==> src/rtl/branch_predictor.sv <==
// Fetch-side bimodal direction predictor with a direct-mapped BTB.
// Trains from execute, flags mispredicts and supplies the redirect PC.
module branch_predictor #(
  parameter int         INDEX_BITS = 6,
  parameter int         TAG_BITS   = 8,
  parameter logic [1:0] CNT_INIT   = 2'b01
) (
  input  logic        clk,
  input  logic        rst,
  input  logic [31:0] if_pc,
  output logic        if_pred_taken,
  output logic [31:0] if_pred_target,
  input  logic        ex_valid,
  input  logic        ex_is_branch,
  input  logic [31:0] ex_pc,
  input  logic        ex_taken,
  input  logic [31:0] ex_target,
  input  logic        ex_pred_taken,
  input  logic [31:0] ex_pred_target,
  output logic        mispredict,
  output logic [31:0] correct_pc,
  output logic [31:0] stat_branches,
  output logic [31:0] stat_mispredicts
);

  localparam int N = 1 << INDEX_BITS;

  logic [1:0]          bht        [N];
  logic [N-1:0]        btb_valid;
  logic [TAG_BITS-1:0] btb_tag    [N];
  logic [31:0]         btb_target [N];

  logic [INDEX_BITS-1:0] if_idx;
  logic [INDEX_BITS-1:0] ex_idx;
  logic [TAG_BITS-1:0]   if_tag;
  logic [TAG_BITS-1:0]   ex_tag;
  logic                  hit;
  logic                  upd;
  logic                  dir_wrong;
  logic                  tgt_wrong;

  assign if_idx = if_pc[INDEX_BITS+1:2];
  assign ex_idx = ex_pc[INDEX_BITS+1:2];
  assign if_tag = if_pc[INDEX_BITS+2 +: TAG_BITS];
  assign ex_tag = ex_pc[INDEX_BITS+2 +: TAG_BITS];

  assign upd = ex_valid && ex_is_branch;

  // Lookup reads registered contents only; no bypass from the update.
  always_comb begin
    hit            = btb_valid[if_idx] &&
                     (btb_tag[if_idx] == if_tag);
    if_pred_taken  = hit && bht[if_idx][1];
    if_pred_target = if_pred_taken ? btb_target[if_idx]
                                   : if_pc + 32'd4;
  end

  // Resolution check against the prediction carried down the pipe.
  always_comb begin
    dir_wrong  = ex_taken != ex_pred_taken;
    tgt_wrong  = ex_taken && (ex_pred_target != ex_target);
    mispredict = upd && (dir_wrong || tgt_wrong);
    correct_pc = ex_taken ? ex_target : ex_pc + 32'd4;
  end

  // Saturating 2-bit direction counters.
  always_ff @(posedge clk or posedge rst) begin
    if (rst) begin
      for (int i = 0; i < N; i++) begin
        bht[i] <= CNT_INIT;
      end
    end else if (upd) begin
      if (ex_taken && bht[ex_idx] != 2'b11) begin
        bht[ex_idx] <= bht[ex_idx] + 2'd1;
      end else if (!ex_taken && bht[ex_idx] != 2'b00) begin
        bht[ex_idx] <= bht[ex_idx] - 2'd1;
      end
    end
  end

  // BTB fill on taken branches; an alias is simply overwritten.
  always_ff @(posedge clk or posedge rst) begin
    if (rst) begin
      btb_valid <= '0;
    end else if (upd && ex_taken) begin
      btb_valid[ex_idx]  <= 1'b1;
      btb_tag[ex_idx]    <= ex_tag;
      btb_target[ex_idx] <= ex_target;
    end
  end

  // Branch and mispredict counters, free-running modulo 2^32.
  always_ff @(posedge clk or posedge rst) begin
    if (rst) begin
      stat_branches    <= '0;
      stat_mispredicts <= '0;
    end else if (upd) begin
      stat_branches <= stat_branches + 32'd1;
      if (mispredict) begin
        stat_mispredicts <= stat_mispredicts + 32'd1;
      end
    end
  end

endmodule

==> config.mk <==
export PLATFORM = sky130hd
export DESIGN_NAME = branch_predictor
export DESIGN_NICKNAME = d
export VERILOG_FILES = /design/src/rtl/branch_predictor.sv
export SDC_FILE = /design/constraint.sdc
export NUM_CORES = 2
export LEC_CHECK = 0
export CORE_MARGIN = 2
export CORE_UTILIZATION = 55
export CTS_CLUSTER_SIZE = 25
export DETAILED_ROUTE_END_ITERATION = 12
export PLACE_DENSITY_LB_ADDON = 0.2
export RECOVER_POWER = 50
export SYNTH_ARGS = -nofsm -noshare
export SYNTH_HDL_FRONTEND = slang
export SYNTH_SLANG_ARGS = --single-unit
==> constraint.sdc <==
create_clock -name clk -period 12.58 [get_ports clk]
set_clock_uncertainty 0.1 [all_clocks]
set_input_delay 2.516 -clock clk [delete_from_list [all_inputs] [get_ports clk]]
set_output_delay 2.516 -clock clk [all_outputs]
set_load 0.02 [all_outputs]
# Word level (Yosys, flattened, before mapping)
# Memories as Yosys holds them, arrays and structs flattened.
# Index checks and enable logic that the tools add are counted.
dict set report word_totals {
  regBits 256
  mem_bits_rw 2560
  out_inout_bits 130
  elab_cells 126
  mem_count 2
}
dict set report op_classes {
  addsub 6
  magnitude_cmp 6
  eq_ne 4
  muxes 20
  n_bitwise 3
  reduce_logical 18
}
# name depth word_bits read_ports rd_ports_with_merged_regs wr line_no
set mem_list {}
lappend mem_list {btb_target 64 32 1 0 1 31} ;# logic [31:0] btb_target [N];
lappend mem_list {btb_tag 64 8 1 0 1 30} ;# logic [TAG_BITS-1:0] btb_tag [N];
# cell count
set ops {}
lappend ops {{128-bit bitwise mux} 2}
lappend ops {{128-bit 2-to-1 mux} 2}
lappend ops {{32-bit by 1-bit adder with 32-bit output (second input constant)} 2}
lappend ops {{32-bit by 3-bit adder with 32-bit output (second input constant)} 2}
lappend ops {{32-bit 2-to-1 mux} 2}
lappend ops {{64-bit bitwise OR} 1}
lappend ops {{32-bit != test} 1}
lappend ops {{2-bit binary-select mux with 6-bit select} 2}
lappend ops {{7-bit greater-or-equal comparator (second input constant)} 2}
lappend ops {{6-bit by 7-bit < comparator with 1-bit output (second input constant)} 2}
lappend ops {{6-bit NOT with 7-bit output} 2}
lappend ops {{2-bit demux with 6-bit select} 1}
lappend ops {{1-bit logical AND} 11}
lappend ops {{2-bit 2-to-1 mux} 5}
lappend ops {{8-bit == test} 1}
lappend ops {{7-bit by 1-bit < comparator with 1-bit output (second input constant)} 1}
lappend ops {{1-bit binary-select mux with 6-bit select} 1}
lappend ops {{1-bit demux with 6-bit select} 1}
lappend ops {{6-bit by 1-bit greater-or-equal comparator with 1-bit output (second input constant)} 1}
lappend ops {{1-bit 2-to-1 mux} 4}
lappend ops {{2-bit AND reduction} 2}
lappend ops {{2-bit nonzero test} 2}
lappend ops {{2-bit by 1-bit adder with 2-bit output (second input constant)} 1}
lappend ops {{1-bit logical NOT} 2}
lappend ops {{other kinds (4)} 4}

# Logic depth before layout (Yosys ltp)
dict set report logic_depth {
  depth_word 8
  ltp_mapped 18
  mapped_depth_nobuf 15
}

# Worst setup path before layout
# No wires, ideal clock.
dict set report synth_timing {
  kind {input to output}
  from {input if_pc[4]}
  to {output if_pred_target[10]}
  arrival_time_ps 5603
  required_ps 9964
  path_slack_ps 4361
  stages 9
  n_path_buf 6
  cell_sequence {buf_2 > buf_2 > buf_2 > buf_2 > clkbuf_1 > buf_1 > mux4_2 > mux4_2 > mux2_1}
}
dict set report synth_between {
  elab_chain_len 6
  word_cells_on_any_way 13
}
# element line_no
set synth_rtl {}
lappend synth_rtl {{start, declared} 10} ;# input logic [31:0] if_pc,
lappend synth_rtl {{branches (longest 5 deep; another with memory 64 x 8 bit)} --}
lappend synth_rtl {{32-bit 2-to-1 mux (*)} 54} ;# if_pred_target = if_pred_taken ? btb_target[if_idx]
lappend synth_rtl {{end, declared} 12} ;# output logic [31:0] if_pred_target,
# Every way passes the cells marked *. The select of a mux whose other input is x is not followed.

# Worst setup path in the final report
dict set report layout_timing {
  from {input ex_pc[14]}
  to {output correct_pc[26]}
}
dict set report layout_between {
  elab_chain_len 2
}
# element line_no
set layout_rtl {}
lappend layout_rtl {{start, declared} 15} ;# input logic [31:0] ex_pc,
lappend layout_rtl {{32-bit by 3-bit adder with 32-bit output} 63} ;# correct_pc = ex_taken ? ex_target : ex_pc + 32'd4;
lappend layout_rtl {{32-bit 2-to-1 mux} 63}
lappend layout_rtl {{end, declared} 21} ;# output logic [31:0] correct_pc,
# Every way passes these cells.

==> impl_metrics.toml <==
[outcome]
status = "complete, but fails checks"
failed_checks = "capacitance limit, slew limit"

[critical_path]
critPathBufInv = 3
crit_chain = "buf_2 -> clkbuf_1 -> and3_1 -> and3_1 -> nand4_1 -> or4_1 -> nor2_1 -> xnor2_1 -> o21ai_0 -> clkdlybuf4s50_1"
critical_path.top_delay_family = "buffers and inverters"
arrival_ns = 8.40
r2r-start = "bht[123]"
r2r-end = "bht[111]"
cp-start-kind = "input port"
worstSetupPathDepth = 10
cpMostUsedCell = "and3_1"
slowest_delay_ns = 2.16
required_ns = 9.96
startpoint = "ex_pc[14]"
crit_type = "input port to primary output"
rr_worst_depth = 13
cpMaxStageDelayCell = "clkbuf_1"
cp_max_fo = 66
cp-end-kind = "primary output"
rrSetupSlack_ns = 8.12

[hold_path]
hold_path_depth = 1
hp-class = "register to register"
whs_endpoint = "btb_valid[28]"
worstHoldStart = "btb_valid[28]"

[place]
io_buffers = 263
gp_routability_congestion = 0.845
place_inst = 8074
hpwl_um = 176000

[synthesis]
avgSynthCellArea_um2 = 21.1
yosysWarnings = 0
postSynthRegisterBits = 2816
yosysSeqAreaShare_pct = 75.0
yosys.cell_types.count = 62
ys_async_sr_fraction_pct = 9.09
synthFlopType = "edfxtp_1"
syn-cell-area_mm2 = 0.111
synth-edff-count = 2560
synthCells = 5259
synth_nets = 5399

[cells_and_area]
final_cell_mix = "edfxtp_1 (2,560), mux4_2 (813), nand2_1 (314)"
area_growth_pct = 13.6
fillers = 13700
stdcell_count = 8591
drive_above_1_share_pct = 25.2
final_common_cell = "edfxtp_1"
final_nets = 5838
utilization_pct = 62.6

[power_and_ir_drop]
p_sw_mw = 4.28
internal_power_mw = 15.6
pwr-share-comb_pct = 6.0
clockPowerShare_pct = 41.7
power_density_mw_per_mm2 = 157
p_leak_nw = 40.9
ir_drop_mv = 0.172
swShare_pct = 21.6
seqPwrFrac_pct = 52.3

[routing]
vias_per_cell = 6.78
firstDrtPassIters = 5
drt-wirelength-per-cell_um = 37.2
ant_nets = 0
drcViolationCount = 0
drt_iter0_drc = 8790
totalWireLength_um = 319000
vias = 58300

[clock_network]
ctsResizeCount = 0
clk_transition_reported_paths_ns = 0.06
cts_setup_buffers = 0
cts_hold_buffers = 0
clockRootBuffer = "clkbuf_16"
cts.htree.levels = 5
clk_path_buf_depth = 4
cts_tree = "yes"
clk_latency_ns = 0.92
cts_num_sinks = 2816
cts_made_buffers = 294

[timing]
grt_setup_unrepaired = "false"
slew_headroom_pct = -242
final.setup.tns_ns = 0
hold_viol = 0
period_share_pct = 87.5
fmax_ghz = 0.0908
fin_crit_ns = 11.01
tightest_slew_ns = 5.10
setup_viol = 0
fin_hold_ws_ns = 0.350
slew_viol_final = 2844

[grt]
overflow = 0
grt_max_degree = 126
grt_pass1_vias = 57800
grt_pass1_wl_um = 445000
gr-usage-all-layers_pct = 31.4
antenna_found_initial = 25

[floorplanning]
initial_core_util_pct = 55.2
core_area_mm2 = 0.201
die_h_um = 454
fp.dieW_um = 454
die_area_mm2 = 0.206
ios = 264
row_count = 165

[job]
maxCapViolations = 45
-- final cells by class --
type                       instances  area, um^2  share of cell area (%)
clock inverter                   130        1080                   0.852
antenna                           11        27.5                  0.0218
timing repair buffer             414        3500                    2.77
clock buffer                     376        7910                    6.26
tap                             2672        3340                    2.65
multi-input combinational       2154       26900                    21.3
sequential                      2816       83400                    66.0
inverter                          18        68.8                  0.0545
-- Yosys cell counts (15+ instances only) --
library cell,number,area (um^2)
edfxtp_1,2560,76900
mux4_2,813,18300
nand2_1,314,1180
dfrtp_1,192,4800
o21ai_0,163,816
nor2_1,154,578
clkbuf_1,133,499
buf_2,84,420
xor2_1,82,718
xnor2_1,77,674
mux2i_1,68,681
a21o_1,64,480
dfstp_2,64,1680
nand3_1,51,255
a22oi_1,38,285
o22ai_1,34,213
and3_1,29,181
nand4_1,29,181
buf_1,26,97.6
nor2b_1,24,150
mux2_1,21,236
nor3_1,20,100
mux2_2,19,214
inv_1,18,67.6
nor4_1,15,93.8
-- state kept, by name, summed over array words and instances (netlist names), named ones only --
signal	flops
bht	64
btb_tag	512
btb_target	2048
btb_valid	64
stat_branches	32
stat_mispredicts	32
-- power groups by stage --
stage                     sequential [mW]  clock, mW  combinational [mW]
after detailed placement             10.5          0                1.20
after global placement               10.5          0                1.18
final                                10.4       8.28                1.19
after global routing                 10.4       8.71                1.26
after CTS                            10.4       8.34                1.20
after floorplan                      10.6          0               0.644
-- layer usage --
metal	GRT usage (%)	share of wire, %	up-vias
met1	43.9	36	31000
met2	48.7	48	3766
met3	6.47	11	728
li1	-	-	22700
met4	13.5	5.0	8
met5	0	0.047	-
-- metrics by stage --
stage	instance area, um^2	worst slack [ns]	total power, mW
global placement	117000	2.47	11.7
global route	126000	1.58	20.3
finish	126000	1.57	19.8
floorplan	111000	3.03	11.2
detailed placement	117000	2.41	11.7
CTS	126000	2.43	19.9
-- worst max path at each step --
stage	to	slack, ns
floorplan	bht[101]	3.03
global placement	if_pred_target[7]	2.47
detailed placement	if_pred_target[7]	2.41
CTS	if_pred_target[7]	2.43
global route	correct_pc[26]	1.58
finish	correct_pc[26]	1.57
-- worst reg2reg max path, stage by stage, from the launching register on --
cell and delay [ns]:
dfrtp_1 0.41, a22o_1 0.23, a221oi_1 0.24, nand3_1 0.19, a22o_1 0.27, nor4_1 0.50
inv_1 0.11, ha_1 0.22, nor2b_1 0.31, o21ai_1 0.29, nor2_1 0.85, nand2_1 0.32
nand2_1 0.17, o21ai_0 0.11
-- cell families after synthesis --
group / count (synthesis) / share of synthesized area, %
DFF: 2816 / 75.0
muxes: 921 / 17.5
and+or+nand+nor: 685 / 2.77
AOI/OAI and AO/OA: 383 / 2.20
buffers and inverters: 289 / 1.21
xor gates and xnor gates: 159 / 1.25
adders and majority gates: 6 / 0.0675
No activity file was read; power rests on OpenSTA's default activity.
